[config.mk]
export PLATFORM = sky130hd
export DESIGN_NAME = gs_bfu_seq
export DESIGN_NICKNAME = d
export VERILOG_FILES = /design/src/rtl/gs_bfu_seq_pkg.sv /design/src/rtl/mod_add.sv /design/src/rtl/mod_sub.sv /design/src/rtl/gs_bfu_seq.sv
export SDC_FILE = /design/constraint.sdc
export NUM_CORES = 1
export LEC_CHECK = 0
export BUFFER_PORTS_ARGS = -buffer_cell sky130_fd_sc_hd__buf_2
export CAP_MARGIN = 20
export CELL_PAD_IN_SITES_DETAIL_PLACEMENT = 2
export CELL_PAD_IN_SITES_GLOBAL_PLACEMENT = 2
export CORE_MARGIN = 2
export CORE_UTILIZATION = 35
export DETAILED_ROUTE_END_ITERATION = 16
export PLACE_DENSITY = 0.81
export SLEW_MARGIN = 20
export SYNTH_ARGS = -nofsm -noshare
export SYNTH_HDL_FRONTEND = slang
export SYNTH_SLANG_ARGS = --single-unit
[constraint.sdc]
create_clock -name clk -period 13.6 [get_ports clk]
set_input_delay 4.08 -clock clk [delete_from_list [all_inputs] [get_ports clk]]
set_output_delay 4.08 -clock clk [all_outputs]
set_load 0.01 [all_outputs]
[src/rtl/gs_bfu_seq_pkg.sv]
// Shared definitions for the Gentleman-Sande butterfly slice:
// default datapath width and the sequencer state encoding.
package gs_bfu_seq_pkg;

  // Default operand width; the modulus must satisfy P < 2^(DATAWIDTH-1).
  localparam int unsigned DATAWIDTH = 16;

  // Sequencer states, shared with the INTT controller.
  typedef enum logic [1:0] {
    GS_IDLE = 2'd0,
    GS_MUL  = 2'd1,
    GS_HALF = 2'd2,
    GS_DONE = 2'd3
  } gs_state_t;

endpackage

[src/rtl/mod_add.sv]
// Combinational modular adder: out = (in1 + in2) mod P.
// P is supplied as its two's complement negation _p.
module mod_add
  import gs_bfu_seq_pkg::*;
#(
  parameter int unsigned DW = DATAWIDTH
) (
  input  logic [DW-1:0] in1,
  input  logic [DW-1:0] in2,
  input  logic [DW-1:0] _p,
  output logic [DW-1:0] out
);

  logic [DW-1:0] p;
  logic [DW:0]   sum;

  // Recover P, form the DW+1 bit sum, subtract P once if needed.
  always_comb begin
    p   = ~_p + 1'b1;
    sum = {1'b0, in1} + {1'b0, in2};
    if (sum >= {1'b0, p}) begin
      out = DW'(sum - {1'b0, p});
    end else begin
      out = DW'(sum);
    end
  end

endmodule

[src/rtl/mod_sub.sv]
// Combinational modular subtractor: out = in1 - in2, plus P on borrow.
// Also serves as a conditional "subtract P" reducer when in2 = P.
module mod_sub
  import gs_bfu_seq_pkg::*;
#(
  parameter int unsigned DW = DATAWIDTH
) (
  input  logic [DW-1:0] in1,
  input  logic [DW-1:0] in2,
  input  logic [DW-1:0] _p,
  output logic [DW-1:0] out
);

  logic [DW-1:0] p;
  logic [DW:0]   diff;

  // DW+1 bit difference; the top bit flags a borrow that P must repair.
  always_comb begin
    p    = ~_p + 1'b1;
    diff = {1'b0, in1} - {1'b0, in2};
    if (diff[DW]) begin
      out = DW'(diff + {1'b0, p});
    end else begin
      out = diff[DW-1:0];
    end
  end

endmodule

[src/rtl/gs_bfu_seq.sv]
// Sequential Gentleman-Sande butterfly:
//   out_a = (a + b) mod P, out_b = ((a - b) * w) mod P,
// with a bit-serial MSB-first modular multiply. Defining INTT_HALF_EN
// adds a halving step that scales both outputs by 2^-1 mod P.
module gs_bfu_seq
  import gs_bfu_seq_pkg::*;
#(
  parameter int unsigned DW = DATAWIDTH
) (
  input  logic          clk,
  input  logic          rst,
  input  logic [DW-1:0] _p,
  input  logic          in_valid,
  output logic          in_ready,
  input  logic [DW-1:0] in_a,
  input  logic [DW-1:0] in_b,
  input  logic [DW-1:0] in_w,
  output logic          out_valid,
  input  logic          out_ready,
  output logic [DW-1:0] out_a,
  output logic [DW-1:0] out_b
);

  localparam int unsigned CW = (DW > 1) ? $clog2(DW) : 1;
  localparam logic [CW-1:0] CNT_MAX = CW'(DW - 1);

  gs_state_t     state;
  logic [CW-1:0] cnt;
  logic [DW-1:0] s, d, w, acc;
  logic [DW-1:0] p;
  logic [DW-1:0] s_in, d_in, acc_dbl, acc_sum, acc_next;

  assign p = ~_p + 1'b1;

  mod_add #(.DW(DW)) u_add_s   (.in1(in_a), .in2(in_b), ._p(_p), .out(s_in));
  mod_sub #(.DW(DW)) u_sub_d   (.in1(in_a), .in2(in_b), ._p(_p), .out(d_in));
  // 2*acc < 2P fits in DW bits, so subtracting P with wrap repair reduces it.
  mod_sub #(.DW(DW)) u_sub_dbl (.in1(acc << 1), .in2(p), ._p(_p), .out(acc_dbl));
  mod_add #(.DW(DW)) u_add_acc (.in1(acc_dbl), .in2(d), ._p(_p), .out(acc_sum));

  // One MSB-first multiply step: double, then add d when the twiddle bit is set.
  always_comb begin
    acc_next = acc_dbl;
    if (w[cnt]) begin
      acc_next = acc_sum;
    end
  end

`ifdef INTT_HALF_EN
  logic [DW:0]   s_ext, acc_ext;
  logic [DW-1:0] s_half, acc_half;

  // Divide by two mod P: odd values are made even by adding P at DW+1 bits.
  always_comb begin
    s_ext    = {1'b0, s}   + (s[0]   ? {1'b0, p} : '0);
    acc_ext  = {1'b0, acc} + (acc[0] ? {1'b0, p} : '0);
    s_half   = s_ext[DW:1];
    acc_half = acc_ext[DW:1];
  end
`endif

  // Sequencer with registered handshake and result outputs.
  always_ff @(posedge clk) begin
    if (rst) begin
      state     <= GS_IDLE;
      in_ready  <= 1'b1;
      out_valid <= 1'b0;
      out_a     <= '0;
      out_b     <= '0;
      cnt       <= '0;
      s         <= '0;
      d         <= '0;
      w         <= '0;
      acc       <= '0;
    end else begin
      case (state)
        GS_IDLE: begin
          if (in_valid) begin
            s        <= s_in;
            d        <= d_in;
            w        <= in_w;
            acc      <= '0;
            cnt      <= CNT_MAX;
            in_ready <= 1'b0;
            state    <= GS_MUL;
          end
        end
        GS_MUL: begin
          acc <= acc_next;
          cnt <= cnt - 1'b1;
          if (cnt == '0) begin
`ifdef INTT_HALF_EN
            state     <= GS_HALF;
`else
            state     <= GS_DONE;
            out_valid <= 1'b1;
            out_a     <= s;
            out_b     <= acc_next;
`endif
          end
        end
`ifdef INTT_HALF_EN
        GS_HALF: begin
          state     <= GS_DONE;
          out_valid <= 1'b1;
          out_a     <= s_half;
          out_b     <= acc_half;
        end
`endif
        GS_DONE: begin
          if (out_ready) begin
            out_valid <= 1'b0;
            in_ready  <= 1'b1;
            state     <= GS_IDLE;
          end
        end
        default: begin
          state    <= GS_IDLE;
          in_ready <= 1'b1;
        end
      endcase
    end
  end

endmodule

==> run_results.csv <==
group,metric,value,unit
hold_path,hold_path.class,"flop to flop",
worst_setup_path,max_stage_delay,0.45,ns
placement,numPortBuffers,101,
timing,hold_violations,0,
logic_synthesis,ys_types,98,
die,core-area,0.0316,mm^2
timing,final.min_clock_period,13.08,ns
worst_setup_path,worst_ep_required_time,13.89,ns
outcome,outcome,"completed",
drt,route.detailed.drc,0,
timing,tightest_slew,0.902,ns
logic_synthesis,yosysMostFrequentCell,"nand2_1",
drt,wl_per_cell,22.8,um
placement,hpwl,34600,um
drt,drt-pass1-iter-count,5,
timing,skew,0.00952,ns
logic_synthesis,synth_area_leader_cell,"dfxtp_1",
timing,final-setup-viol-count,0,
global_route,gr-total-overflow,0,
timing,period_share,0.962,
global_route,grt_pass1_vias,12500,
worst_setup_path,crit_slowest_cell,"a2111o_1",
worst_setup_path,critPathMaxFanout,15,
cts,cts_max_level,3,
cts,ctsRootBufferMaster,"clkbuf_16",
global_route,grt_pass1_wl,70000,um
die,io_pins,102,
logic_synthesis,async_reset_ff_frac,0,
logic_synthesis,synth_common_cells,"nand2_1, a21oi_1, nor2_1",
hold_path,hold_depth,2,
timing,drv_slew,0,
worst_setup_path,path_class,"input port to flop",
logic_synthesis,synth-edff-count,0,
timing,hold_ws,0.460,ns
logic_synthesis,syn_area,0.0113,mm^2
drt,drt_first_iter_violations,715,
drt,via_count,11800,
logic_synthesis,synthFlopType,"dfxtp_1",
timing,fmax,0.0764,GHz
finish,final_nets,1703,
placement,place_area,0.0122,mm^2
cts,clock_sink_count,103,
cts,cts_buffers,9,
drt,ant_nets,0,
placement,dp_slack,0.153,ns
worst_setup_path,reg2reg_depth,36,
timing,slew_headroom,0.394,
global_route,grt_usage,0.262,
worst_setup_path,start_kind,"input port",
cts,clk_latency,0.37,ns
cts,path_clk_slew,0.08,ns
logic_synthesis,ys_seq_area_frac,0.183,
power,power_density,257,mW/mm^2
finish,finalInstanceArea,0.0125,mm^2
logic_synthesis,synthTopCellsByArea,"dfxtp_1, ha_1, xnor2_1",
die,fp.dieArea,0.0337,mm^2
timing,worst_slack,0.518,ns
finish,n_antenna_cell,0,
finish,area_growth,10.8,%
drt,via_per_inst,6.04,
die,start_util,0.357,
worst_setup_path,cp_top_family,"compound AO/OA/AOI/OAI gates",
timing,tns,0,ns
logic_synthesis,synth_nets,1645,
global_route,grt_antenna_before_repair,0,
finish,layout-drive-gt1-share,0.136,
timing,rsz0062_at_grt,"no",
die,rows,65,
power,p_leak,0.00503,uW
worst_setup_path,cp_num_buf_inv,4,
placement,gp_congestion,0.895,
cts,cts_buffer_depth,2,
power,power.total,3220,uW
global_route,grt_max_degree,62,
logic_synthesis,avgSynthCellArea,7.60,um^2
worst_setup_path,crit_arrival,13.37,ns
worst_setup_path,end_kind,"flop",
power,peakVddDrop,0.159,mV
logic_synthesis,synth_cells,1485,
logic_synthesis,ys_warn_count,0,
cts,cts_tree,"done",
die,die_y,184,um
logic_synthesis,ys_seq_elements,103,
die,die_w,184,um
logic_synthesis,netlist.area_leader.share,0.183,
job,drv_cap,0,
worst_setup_path,crit_cells,41,
drt,drt-total-wl,44400,um
## worst register-to-register path: cells and delay by family (launching register included)
kind	cells	cell delay (ns)
muxes	2	0.53
adders and majority gates	2	0.68
AOI/OAI and AO/OA	17	3.82
xor gates and xnor gates	2	0.36
and+or+nand+nor	12	2.76
DFF	1	0.50
buffers and inverters	1	0.23
## metrics by stage
stage,util,std cells
after global routing,0.395,1949
after CTS,0.394,1947
after global placement,0.384,1932
final,0.395,1949
after detailed placement,0.384,1932
after floorplan,-,1485
## flip-flops by register name (all words and copies together), names as in the netlist
register,count
out_valid,1
out_b,16
w,16
acc,15
in_ready,1
d,16
s,16
state,2
out_a,16
cnt,4
## path summary, 6_finish.rpt
kind	startpoint	endpoint	slack [ns]
max reg2reg	acc[1]$_SDFFE_PP0P_	out_b[0]$_SDFFE_PP0P_	4.63
min reg2reg	out_a[14]$_SDFFE_PP0P_	out_a[14]$_SDFFE_PP0P_	0.46
min	out_a[14]$_SDFFE_PP0P_	out_a[14]$_SDFFE_PP0P_	0.46
max	_p[0]	out_b[0]$_SDFFE_PP0P_	0.52
## what timing repair did
item                                    4_1_cts  5_1_grt
buffers inserted                              0        1
endpoints found under the setup margin        0       27
hold endpoints to repair                      0        0
gates resized for setup                       0        7
hold buffers                                  0        0
## cell families after synthesis
family / Yosys count / share of synthesized area
buffers and inverters: 153 / 0.0554
AO/OA/AOI/OAI: 447 / 0.279
adder cells (fa/ha/maj): 103 / 0.116
XOR/XNOR: 126 / 0.102
multiplexers: 33 / 0.0351
flip-flops: 103 / 0.183
AND/OR/NAND/NOR: 520 / 0.230
## final cells by class
class                      count  area, um^2
clock inverter                 6        75.1
sequential                   103        2060
fill                        3700       19100
multi-input combinational   1229        8660
tap                          402         503
timing repair buffer         128         716
inverter                      72         270
clock buffer                   9         225
## cell usage in the layout (no fill, tap or decap), types with 9 or more instances in the layout
master,count
o31ai_1,11
maj3_1,11
a31oi_1,17
xnor2_1,89
a211oi_1,31
o211ai_1,18
and2_1,14
a311oi_1,12
nand3b_1,16
nand4_1,17
dfxtp_1,103
clkbuf_16,9
a211o_1,15
o21ai_1,10
a21o_1,25
buf_4,27
or3_1,19
nand3_1,53
nor3_1,43
buf_2,100
nor4_1,9
inv_1,69
a21oi_1,115
o21a_1,21
ha_1,86
nor3b_1,10
nand2b_1,22
nor2_1,111
mux2i_1,23
o21ai_0,62
xor2_1,32
nand2_1,150
## power by group
part           leakage (uW)  internal (uW)  switching (uW)
clock network      0.000144            145             141
registers          0.000843            342            63.5
logic               0.00404            984            1540
## routing by layer
layer	part of all wire	track usage	wire (um)	up-vias
li1	-	-	-	5542
met1	0.45	0.330	19800	5959
met2	0.50	0.473	22100	211
met3	0.025	0.0162	1130	67
met4	0.030	0.0896	1340	0
met5	0	0	0	-
(Power assumes the default switching activity.)
